File: config.mk
export PLATFORM = sky130hd
export DESIGN_NAME = spi_slave
export DESIGN_NICKNAME = d
export VERILOG_FILES = /design/src/rtl/spi_slave_pkg.sv /design/src/rtl/spi_sync_edge.sv /design/src/rtl/spi_slave.sv
export SDC_FILE = /design/constraint.sdc
export NUM_CORES = 1
export LEC_CHECK = 0
export BUFFER_PORTS_ARGS = -buffer_cell sky130_fd_sc_hd__buf_2
export CORE_ASPECT_RATIO = 1.2
export CORE_MARGIN = 2
export CORE_UTILIZATION = 50
export CTS_CLUSTER_DIAMETER = 60
export CTS_CLUSTER_SIZE = 12
export DETAILED_ROUTE_END_ITERATION = 8
export GPL_TIMING_DRIVEN = 0
export HOLD_SLACK_MARGIN = 0.08
export PLACE_DENSITY_LB_ADDON = 0.2
export SKIP_LAST_GASP = 1
export SLEW_MARGIN = 20
export SYNTH_ARGS = -nofsm -noshare
export SYNTH_HDL_FRONTEND = slang
export SYNTH_SLANG_ARGS = --single-unit
File: constraint.sdc
create_clock -name clkIn -period 2.1 [get_ports clkIn]
set_input_delay 0 -clock clkIn [delete_from_list [all_inputs] [get_ports clkIn]]
set_output_delay 0 -clock clkIn [all_outputs]
set_load 0.005 [all_outputs]
File: src/rtl/spi_slave_pkg.sv
// Shared SPI definitions: mode encodings, the responder state type and a width helper.
// The mode encoding is {CPOL, CPHA}, the same encoding spi_master uses.
package spi_slave_pkg;

  localparam logic [1:0] MODE0 = 2'b00;
  localparam logic [1:0] MODE1 = 2'b01;
  localparam logic [1:0] MODE2 = 2'b10;
  localparam logic [1:0] MODE3 = 2'b11;

  typedef enum logic [1:0] {
    ST_IDLE,
    ST_ACTIVE,
    ST_DONE
  } state_e;

  // Number of bits needed to hold values 0..value-1.
  function automatic int clog2(input int value);
    int result;
    int v;
    result = 0;
    v = value - 1;
    while (v > 0) begin
      result = result + 1;
      v = v >> 1;
    end
    return result;
  endfunction

endpackage

File: src/rtl/spi_sync_edge.sv
// Two-flop synchronizer for one asynchronous input, plus a third flop that
// turns level changes into single-cycle rise/fall pulses.
module spi_sync_edge #(
  parameter logic RESET_VAL = 1'b0
) (
  input  logic clk_i,
  input  logic srst_i,
  input  logic async_i,
  output logic level_o,
  output logic rise_o,
  output logic fall_o
);

  logic [2:0] sync_q;

  // Reset to the line's idle level so leaving reset never fakes an edge.
  always_ff @(posedge clk_i) begin
    if (srst_i) begin
      sync_q <= {3{RESET_VAL}};
    end else begin
      sync_q <= {sync_q[1:0], async_i};
    end
  end

  assign level_o = sync_q[1];
  assign rise_o  = sync_q[1] & ~sync_q[2];
  assign fall_o  = ~sync_q[1] & sync_q[2];

endmodule

File: src/rtl/spi_slave.sv
// SPI responder running entirely in the clkIn domain: oversampled SCLK/CS_n/MOSI,
// MSB-first shift in/out, one-deep tx holding register with valid/ready handshake.
module spi_slave
  import spi_slave_pkg::*;
#(
  parameter logic                      CPOL           = 1'b1,
  parameter logic                      CPHA           = 1'b1,
  parameter int                        SPI_DATA_WIDTH = 8,
  parameter logic [SPI_DATA_WIDTH-1:0] DEFAULT_TX     = {SPI_DATA_WIDTH{1'b1}}
) (
  input  logic                      clkIn,
  input  logic                      rstIn,
  input  logic [SPI_DATA_WIDTH-1:0] txDataIn,
  input  logic                      txValidIn,
  output logic                      txReadyOut,
  output logic [SPI_DATA_WIDTH-1:0] rxDataOut,
  output logic                      rxValidOut,
  output logic                      txUnderrunOut,
  output logic                      frameAbortOut,
  input  logic                      spiClkIn,
  input  logic                      spiCsLowIn,
  input  logic                      spiMosiIn,
  output logic                      spiMisoOut,
  output logic                      spiMisoOeOut
);

  localparam int         W    = SPI_DATA_WIDTH;
  localparam int         CW   = clog2(W + 1);
  localparam logic [1:0] MODE = {CPOL, CPHA};

  // Modes 0 and 3 sample on rising SCLK; modes 1 and 2 shift on rising SCLK.
  localparam logic SAMPLE_ON_RISE = (MODE == MODE0) || (MODE == MODE3);
  localparam logic SHIFT_ON_RISE  = (MODE == MODE1) || (MODE == MODE2);

  logic sclk_level, sclk_rise, sclk_fall;
  logic cs_level, cs_rise, cs_fall;
  logic mosi_level, mosi_rise, mosi_fall;
  logic unused_mosi_edges;

  spi_sync_edge #(.RESET_VAL(CPOL)) u_sync_sclk (
    .clk_i(clkIn), .srst_i(rstIn), .async_i(spiClkIn),
    .level_o(sclk_level), .rise_o(sclk_rise), .fall_o(sclk_fall)
  );

  spi_sync_edge #(.RESET_VAL(1'b1)) u_sync_cs (
    .clk_i(clkIn), .srst_i(rstIn), .async_i(spiCsLowIn),
    .level_o(cs_level), .rise_o(cs_rise), .fall_o(cs_fall)
  );

  spi_sync_edge #(.RESET_VAL(1'b0)) u_sync_mosi (
    .clk_i(clkIn), .srst_i(rstIn), .async_i(spiMosiIn),
    .level_o(mosi_level), .rise_o(mosi_rise), .fall_o(mosi_fall)
  );

  assign unused_mosi_edges = ^{mosi_rise, mosi_fall, sclk_level};

  state_e         state_q;
  logic [CW-1:0]  bit_cnt_q;
  logic [W-1:0]   rx_shift_q;
  logic [W-1:0]   tx_shift_q;
  logic [W-1:0]   hold_q;
  logic           hold_full_q;
  logic [W-1:0]   rx_data_q;
  logic           rx_valid_q;
  logic           underrun_q;
  logic           underrun_pend_q;
  logic           abort_q;

  logic           lead_edge, sample_edge, shift_edge;
  logic           word_done, reload, tx_accept;
  logic [W-1:0]   rx_shift_d;

  assign lead_edge   = CPOL ? sclk_fall : sclk_rise;
  assign sample_edge = SAMPLE_ON_RISE ? sclk_rise : sclk_fall;
  assign shift_edge  = SHIFT_ON_RISE ? sclk_rise : sclk_fall;
  assign rx_shift_d  = {rx_shift_q[W-2:0], mosi_level};

  assign word_done = (state_q == ST_ACTIVE) && !cs_rise && sample_edge
                     && (bit_cnt_q == CW'(W - 1));
  assign reload    = ((state_q == ST_IDLE) && cs_fall) || word_done;
  assign tx_accept = txValidIn && !hold_full_q;

  always_ff @(posedge clkIn) begin
    if (rstIn) begin
      state_q         <= ST_IDLE;
      bit_cnt_q       <= '0;
      rx_shift_q      <= '0;
      tx_shift_q      <= DEFAULT_TX;
      hold_q          <= '0;
      hold_full_q     <= 1'b0;
      rx_data_q       <= '0;
      rx_valid_q      <= 1'b0;
      underrun_q      <= 1'b0;
      underrun_pend_q <= 1'b0;
      abort_q         <= 1'b0;
    end else begin
      rx_valid_q <= 1'b0;
      underrun_q <= 1'b0;
      abort_q    <= 1'b0;

      case (state_q)
        ST_IDLE: begin
          if (cs_fall) begin
            state_q         <= ST_ACTIVE;
            bit_cnt_q       <= '0;
            underrun_pend_q <= 1'b0;
            underrun_q      <= !hold_full_q;
          end
        end

        ST_ACTIVE: begin
          if (cs_rise) begin
            abort_q         <= (bit_cnt_q != '0);
            bit_cnt_q       <= '0;
            underrun_pend_q <= 1'b0;
            state_q         <= ST_IDLE;
          end else begin
            // A mid-frame reload from an empty holding register only counts as an
            // underrun once the master actually clocks the next word.
            if (lead_edge && (bit_cnt_q == '0) && underrun_pend_q) begin
              underrun_q      <= 1'b1;
              underrun_pend_q <= 1'b0;
            end
            // Shift edges at count 0 only present the MSB that is already on MISO.
            if (shift_edge && (bit_cnt_q != '0)) begin
              tx_shift_q <= {tx_shift_q[W-2:0], 1'b1};
            end
            if (sample_edge) begin
              rx_shift_q <= rx_shift_d;
              if (word_done) begin
                bit_cnt_q       <= '0;
                rx_data_q       <= rx_shift_d;
                underrun_pend_q <= !hold_full_q;
                state_q         <= ST_DONE;
              end else begin
                bit_cnt_q <= bit_cnt_q + CW'(1);
              end
            end
          end
        end

        ST_DONE: begin
          rx_valid_q <= 1'b1;
          state_q    <= cs_rise ? ST_IDLE : ST_ACTIVE;
        end

        default: state_q <= ST_IDLE;
      endcase

      if (reload) begin
        tx_shift_q <= hold_full_q ? hold_q : DEFAULT_TX;
      end

      // Reload reads the old holding contents, so a same-cycle handshake is never lost.
      if (tx_accept) begin
        hold_q      <= txDataIn;
        hold_full_q <= 1'b1;
      end else if (reload) begin
        hold_full_q <= 1'b0;
      end
    end
  end

  assign txReadyOut    = !hold_full_q;
  assign rxDataOut     = rx_data_q;
  assign rxValidOut    = rx_valid_q;
  assign txUnderrunOut = underrun_q;
  assign frameAbortOut = abort_q;
  assign spiMisoOut    = tx_shift_q[W-1];
  assign spiMisoOeOut  = !cs_level;

endmodule

==> insert_results.sql, run 1 <==
INSERT INTO impl_metrics (metric_group, metric, value, unit) VALUES
('outcome', 'status', 'completed', ''),
('routing', 'initialDrtViolationCount', '85', ''),
('yosys', 'syn_inst', '235', ''),
('timing', 'grt_setup_unrepaired', 'false', ''),
('routing', 'detail_route.wirelength', '4180', 'microns'),
('worst_setup_path', 'startpoint_type', 'register', ''),
('timing', 'relative_slew_slack', '0.558', ''),
('worst_setup_path', 'crit_path_max_fanout', '9', ''),
('final_layout', 'post-route-util', '0.620', ''),
('timing', 'worst_hold_slack', '0.194', 'ns'),
('global_routing', 'globalRouteOverflowTotal', '0', ''),
('yosys', 'synthArstFlopShare', '0', ''),
('global_routing', 'grt_first_pass_wirelength', '6870', 'microns'),
('worst_setup_path', 'path_class', 'reg2reg', ''),
('yosys', 'ys.flop_type', 'sky130_fd_sc_hd__dfxtp_1', ''),
('global_routing', 'grt_antenna_before_repair', '0', ''),
('timing', 'timing.final.max_slew_violations', '0', ''),
('global_routing', 'grtUsageTotal', '0.203', ''),
('final_layout', 'layout_commonest_cell', 'sky130_fd_sc_hd__dfxtp_1', ''),
('run', 'cap_violations', '0', ''),
('routing', 'detail_route.wl_per_cell', '12.5', 'microns'),
('yosys', 'synth.net_count', '251', ''),
('routing', 'drt_drc_violations_left', '0', ''),
('yosys', 'mappedNetlistArea', '0.00202', 'sq mm'),
('placed_design', 'post-dp-hpwl', '2880', 'microns'),
('worst_hold_path', 'hold_path.class', 'in2reg', ''),
('final_layout', 'multi_input_area', '913', 'sq um'),
('timing', 'min_cycle_time_layout', '1.85', 'ns'),
('floorplanning', 'fp.dieArea', '0.00458', 'sq mm'),
('worst_setup_path', 'r2r_startpoint', 'bit_cnt_q[0]', ''),
('global_routing', 'grt_max_degree', '17', ''),
('final_layout', 'final_layout_size_suffix_gt1_frac', '0.193', ''),
('worst_hold_path', 'worstHoldStart', 'txValidIn', ''),
('final_layout', 'antenna-diode-count', '0', ''),
('placed_design', 'gp_routability_congestion', '0.841', ''),
('power_and_ir_drop', 'power_density', '692', 'mW/mm^2'),
('yosys', 'yosys.area.top_type_share', '0.494', ''),
('floorplanning', 'core', '0.00391', 'sq mm'),
('power_and_ir_drop', 'leakagePower', '0.948', 'nW'),
('floorplanning', 'floorplan.rows', '25', ''),
('worst_setup_path', 'worstSetupStartpoint', 'bit_cnt_q[0]', ''),
('floorplanning', 'ios', '28', ''),
('worst_setup_path', 'arr_time_crit_path', '2.06', 'ns'),
('timing', 'fin_crit_sh', '0.882', ''),
('floorplanning', 'die_y', '73.7', 'microns'),
('timing', 'timing_worst_slew_pin_value', '0.659', 'ns'),
('cts', 'clk_path_buf_depth', '2', ''),
('yosys', 'synth_enable_flop_cells', '0', ''),
('cts', 'cts_sinks', '50', ''),
('worst_setup_path', 'worstPathCellList', 'inv_1 > ha_1 > nor3b_2 > nor4_4 > or3_2 > o221ai_1', ''),
('routing', 'route.antenna.remaining_nets', '0', ''),
('yosys', 'sequential_cell_area_fraction_in_the_yosys_report', '0.494', ''),
('timing', 'finalSetupViolations', '0', ''),
('placed_design', 'placement.io_buffers', '26', ''),
('final_layout', 'final_cell_mix', 'sky130_fd_sc_hd__dfxtp_1, sky130_fd_sc_hd__nand2_1, sky130_fd_sc_hd__a21oi_1', ''),
('worst_setup_path', 'critical-path-slowest-cell', 'sky130_fd_sc_hd__or3_2', ''),
('final_layout', 'number_of_nets_at_the_end_of_the_flow', '295', ''),
('routing', 'drt_pass1_iterations', '4', ''),
('yosys', 'yosys_register_bits', '50', ''),
('timing', 'maximum_operating_frequency', '0.540', 'GHz'),
('yosys', 'synth_area_leaders', 'sky130_fd_sc_hd__dfxtp_1, sky130_fd_sc_hd__a21oi_1, sky130_fd_sc_hd__nand2_1, sky130_fd_sc_hd__o221ai_1, sky130_fd_sc_hd__mux2i_1', ''),
('cts', 'clock_latency', '0.30', 'ns'),
('final_layout', 'area_growth', '19.7', '%'),
('routing', 'detailed_route_vias_per_instance', '5.17', ''),
('cts', 'cts.clk_slew.worst_paths', '0.09', 'ns'),
('timing', 'report.final.hold_viol_count', '0', ''),
('yosys', 'ys_types', '42', ''),
('floorplanning', 'starting_density', '0.518', ''),
('floorplanning', 'die_width', '62.1', 'microns'),
('worst_setup_path', 'critical_path.endpoint_type', 'register', ''),
('final_layout', 'layout.filler_cells', '360', '');
==> kinds of logic after synthesis <==
kind of cell,count (synthesis),synth area share
AOI/OAI and AO/OA,53,0.154
adders and majority gates,2,0.0124
buffers and inverters,23,0.0544
DFF,50,0.494
muxes,4,0.0198
and+or+nand+nor,103,0.265
==> sequential cells by signal, indices dropped and copies added (netlist names), 2 cells and up <==
register and count:
bit_cnt_q 4, hold_q 8, rxDataOut 8, rx_shift_q 7, state_q 2, tx_shift_q 8, u_sync_cs.sync_q 3, u_sync_mosi.sync_q 2
u_sync_sclk.sync_q 3
==> path summary, 6_finish.rpt <==
check             slack (ns)  depth (start not counted)                     to
setup reg to reg        0.25                          6          tx_shift_q[2]
hold reg to reg         0.41                          1  u_sync_sclk.sync_q[1]
hold / removal          0.19                          3            hold_full_q
setup / recovery        0.25                          6          tx_shift_q[2]
==> report_power, final <==
part,internal [mW],total (mW),switching (mW)
clock network,0.234,0.554,0.319
logic,0.0615,0.137,0.0751
registers,0.973,0.987,0.0139
total,1.27,1.68,0.408
==> timing repair <==
action                    CTS  global route
hold endpoints to repair   11             0
gates resized for setup     0             0
hold buffers               11             0
==> metal layers <==
layer | share of wire | routed length, microns | track usage | up-vias
met1 | 0.45 | 1870 | 0.248 | 791
met2 | 0.51 | 2150 | 0.346 | 32
met5 | 0 | 0 | 0 | -
li1 | - | - | - | 899
met4 | 0.013 | 53 | 0.0638 | 0
met3 | 0.027 | 111 | 0.0423 | 4
==> per-stage QoR <==
step / worst slack [ns] / area, sq um / std cells / total power [mW]
after floorplan: 0.492 / 2020 / 235 / 1.09
final: 0.247 / 2420 / 334 / 1.68
after detailed placement: 0.278 / 2220 / 315 / 1.13
after CTS: 0.237 / 2420 / 334 / 1.70
after global routing: 0.126 / 2420 / 334 / 1.75
after global placement: 0.296 / 2220 / 315 / 1.13
==> Yosys cell counts, types with 2 or more instances <==
cell and count:
sky130_fd_sc_hd__nand3_1 5, sky130_fd_sc_hd__buf_4 2, sky130_fd_sc_hd__nor2_1 7, sky130_fd_sc_hd__dfxtp_1 50, sky130_fd_sc_hd__clkbuf_1 7, sky130_fd_sc_hd__or2_2 6
sky130_fd_sc_hd__nand2b_1 3, sky130_fd_sc_hd__buf_6 2, sky130_fd_sc_hd__o221ai_1 5, sky130_fd_sc_hd__mux2i_1 4, sky130_fd_sc_hd__nor3_1 8, sky130_fd_sc_hd__nor2b_1 6
sky130_fd_sc_hd__a21oi_1 37, sky130_fd_sc_hd__o21ai_0 2, sky130_fd_sc_hd__inv_1 9, sky130_fd_sc_hd__nand2_1 49, sky130_fd_sc_hd__nor4_1 2, sky130_fd_sc_hd__a2111oi_0 3
sky130_fd_sc_hd__o31ai_1 2, sky130_fd_sc_hd__nand3b_1 2, sky130_fd_sc_hd__buf_1 2, sky130_fd_sc_hd__ha_1 2
==> layout make-up <==
class,instances,area share
flip-flops and latches,50,0.413
multi-input cells,162,0.377
repair buffers,37,0.0992
plain buffers,14,0.0315
clock buffers,5,0.0284
well taps,54,0.0279
inverters,9,0.0139
clock inverters,3,0.00878
==> critical path, delay by kind of cell, from the launching register on <==
family | cells | cell delay, ns
adder cells (fa/ha/maj) | 1 | 0.13
AO/OA/AOI/OAI | 1 | 0.21
flip-flops | 1 | 0.35
buffers and inverters | 1 | 0.08
AND/OR/NAND/NOR | 3 | 1.00
(Power assumes the default switching activity.)
==> run 2: changes to the inputs <==
Settings changed: RECOVER_POWER set to 100.
==> run 2 against run 1 <==
Setup slack got worse by 0.059 ns. Final area decreased by 1.1%. Non-clock buffer count unchanged. Sequential power about the same. Count of clock-buffer cells in the layout unchanged. Combinational power decreased by 3%. First-iteration DRC count increased by 2.4%. Core utilization decreased by 0.70 points. Via count about the same. Clock power about the same. Power decreased by 0.22%. Critical path type unchanged. Largest cell class unchanged. Largest power group unchanged. Highest routed layer unchanged.
==> insert_results.sql, run 2 (same netlist as run 1, synthesis figures left out) <==
INSERT INTO impl_metrics (metric_group, metric, value, unit) VALUES
('worst_setup_path', 'startpoint_type', 'register', ''),
('timing', 'report.final.hold_viol_count', '0', ''),
('timing', 'grt_setup_unrepaired', 'false', ''),
('routing', 'met3_wirelength', '116', 'microns'),
('routing', 'route.antenna.remaining_nets', '0', ''),
('cts', 'cts.repair_timing.setup_buffer_count', '0', ''),
('floorplanning', 'starting_density', '0.518', ''),
('cts', 'cts_made_buffers', '5', ''),
('cts', 'tritoncts', 'yes', ''),
('power_and_ir_drop', 'leakagePower', '0.902', 'nW'),
('run', 'cap_violations', '0', ''),
('floorplanning', 'ios', '28', ''),
('timing', 'final_critical_path_setup_slack', '0.188', 'ns'),
('floorplanning', 'fp.dieArea', '0.00458', 'sq mm'),
('worst_setup_path', 'critical_path_required', '2.32', 'ns'),
('cts', 'depth_of_the_cts_h_tree', '2', ''),
('worst_setup_path', 'setup.reg_to_reg.worst_slack', '0.19', 'ns'),
('final_layout', 'finish.instance_area', '0.00239', 'sq mm'),
('timing', 'skew', '0.00937', 'ns'),
('final_layout', 'number_of_nets_at_the_end_of_the_flow', '295', ''),
('routing', 'detail_route.wirelength', '4190', 'microns'),
('timing', 'timing_worst_slew_pin_value', '0.661', 'ns'),
('timing', 'relative_slew_slack', '0.557', ''),
('global_routing', 'globalRouteOverflowTotal', '0', ''),
('cts', 'cts.clk_slew.worst_paths', '0.09', 'ns'),
('worst_setup_path', 'regToRegEndpoint', 'tx_shift_q[7]', ''),
('power_and_ir_drop', 'max-vdd-ir-drop', '0.552', 'mV'),
('worst_setup_path', 'critical-path-slowest-cell', 'sky130_fd_sc_hd__nor4_1', ''),
('floorplanning', 'die_width', '62.1', 'microns'),
('worst_setup_path', 'crit_path_max_fanout', '10', ''),
('worst_setup_path', 'timing.critical_path.slowest_cell_delay', '0.41', 'ns'),
('routing', 'detailroute.wirelength.met2', '2150', 'microns'),
('cts', 'root_buffer', 'sky130_fd_sc_hd__clkbuf_8', ''),
('final_layout', 'antenna-diode-count', '0', ''),
('routing', 'dr_total_vias', '1725', ''),
('worst_setup_path', 'r2r_startpoint', 'state_q[1]', ''),
('final_layout', 'layout.filler_cells', '372', ''),
('global_routing', 'grt_max_degree', '17', ''),
('final_layout', 'layout_commonest_cell', 'sky130_fd_sc_hd__dfxtp_1', ''),
('outcome', 'status', 'completed', ''),
('placed_design', 'dp_worst_setup_slack', '0.278', 'ns'),
('placed_design', 'detailed_place.area', '0.00222', 'sq mm'),
('worst_setup_path', 'worstPathCellList', 'buf_6 > nand2b_1 > clkbuf_1 > nor4_1 > clkbuf_2 > nor2_2 > o221ai_1', ''),
('worst_setup_path', 'r2r.worst_path.cells', '7', ''),
('final_layout', 'final_cell_mix', 'sky130_fd_sc_hd__dfxtp_1, sky130_fd_sc_hd__nand2_1, sky130_fd_sc_hd__a21oi_1', ''),
('timing', 'fin_crit_sh', '0.911', ''),
('routing', 'detailed_route_vias_per_instance', '5.16', ''),
('floorplanning', 'die_y', '73.7', 'microns'),
('cts', 'clock_latency', '0.30', 'ns'),
('final_layout', 'multi_input_area', '906', 'sq um'),
('floorplanning', 'core', '0.00391', 'sq mm'),
('global_routing', 'grt_first_pass_wirelength', '6870', 'microns'),
('timing', 'timing.final.max_slew_violations', '0', ''),
('final_layout', 'final_layout_size_suffix_gt1_frac', '0.150', ''),
('routing', 'detail_route.wl_per_cell', '12.5', 'microns'),
('routing', 'drt_pass1_iterations', '4', ''),
('worst_setup_path', 'worstSetupStartpoint', 'state_q[1]', ''),
('worst_setup_path', 'worstSetupEndpoint', 'tx_shift_q[7]', ''),
('global_routing', 'via_count_of_the_first_global_routing_pass', '1564', ''),
('global_routing', 'grtUsageTotal', '0.203', ''),
('global_routing', 'grt_antenna_before_repair', '0', ''),
('timing', 'finalSetupViolations', '0', ''),
('floorplanning', 'floorplan.rows', '25', ''),
('power_and_ir_drop', 'power_density', '699', 'mW/mm^2'),
('worst_setup_path', 'path_class', 'reg2reg', ''),
('timing', 'finalSetupTns', '0', 'ns'),
('placed_design', 'placement.io_buffers', '26', ''),
('placed_design', 'post-dp-hpwl', '2880', 'microns'),
('routing', 'initialDrtViolationCount', '87', ''),
('placed_design', 'gp_routability_congestion', '0.841', ''),
('final_layout', 'area_growth', '18.3', '%'),
('worst_hold_path', 'hold_path.class', 'in2reg', ''),
('routing', 'dr_top_layer', 'met4', ''),
('timing', 'maximum_operating_frequency', '0.523', 'GHz'),
('timing', 'min_cycle_time_layout', '1.91', 'ns'),
('routing', 'wl_met1', '1880', 'microns'),
('routing', 'drt_drc_violations_left', '0', ''),
('worst_setup_path', 'arr_time_crit_path', '2.13', 'ns'),
('worst_setup_path', 'critical_path.endpoint_type', 'register', ''),
('power_and_ir_drop', 'overall_power', '1.67', 'mW'),
('final_layout', 'area.sequential', '0.00100', 'sq mm'),
('cts', 'cts_sinks', '50', ''),
('cts', 'clk_path_buf_depth', '2', '');
## run 2: cell types whose count changed in the layout (fill, tap and decap cells not counted)
cell | previous run | this run
sky130_fd_sc_hd__clkbuf_1 | 7 | 18
sky130_fd_sc_hd__clkbuf_2 | 0 | 1
sky130_fd_sc_hd__buf_6 | 2 | 1
sky130_fd_sc_hd__nand2b_1 | 3 | 4
sky130_fd_sc_hd__buf_2 | 27 | 16
sky130_fd_sc_hd__nand2b_4 | 1 | 0
## run 2: how the worst min path moves through the flow
stage                from               endpoint  slack, ns  depth (start not counted)
2_1_floorplan  spiCsLowIn    u_sync_cs.sync_q[0]       0.10                          1
3_3_place_gp   spiCsLowIn    u_sync_cs.sync_q[0]       0.18                          2
3_5_place_dp     spiClkIn  u_sync_sclk.sync_q[0]       0.19                          2
4_1_cts         txValidIn            hold_full_q       0.17                          3
5_1_grt         txValidIn            hold_full_q       0.20                          3
6_report        txValidIn            hold_full_q       0.19                          3
## run 2: layer usage
layer | GRT usage | up-vias
met3 | 0.0423 | 4
li1 | - | 899
met1 | 0.248 | 791
met4 | 0.0638 | 0
met2 | 0.346 | 31
met5 | 0 | -
## run 2: final cells by class
class,instances,area share
timing repair buffer,37,0.0951
buffer,14,0.0287
clock buffer,5,0.0287
sequential,50,0.418
clock inverter,3,0.00888
inverter,9,0.0141
tap,54,0.0282
multi-input combinational,162,0.378
## run 2: power by group
group / internal, mW / switching, mW / leakage (nW)
sequential: 0.973 / 0.0140 / 0.407
combinational: 0.0586 / 0.0744 / 0.451
clock: 0.234 / 0.319 / 0.0441
total: 1.27 / 0.407 / 0.902
## run 2: repair_timing
action	in CTS	in global routing
endpoints found under the hold margin	11	0
resized for setup	0	0
hold buffers	11	0
## run 2: worst max-delay path, delay by kind of cell, from the launching register on
family                 cells  cell delay (ns)
AND/OR/NAND/NOR            3             0.67
buffers and inverters      3             0.65
flip-flops                 1             0.32
AO/OA/AOI/OAI              1             0.19
## run 2: stage by stage
step / utilization / cells / hold slack (ns)
global placement: 0.568 / 315 / 0.183
global route: 0.612 / 334 / 0.205
finish: 0.612 / 334 / 0.194
floorplan: - / 235 / 0.104
detailed placement: 0.568 / 315 / 0.186
CTS: 0.620 / 334 / 0.170
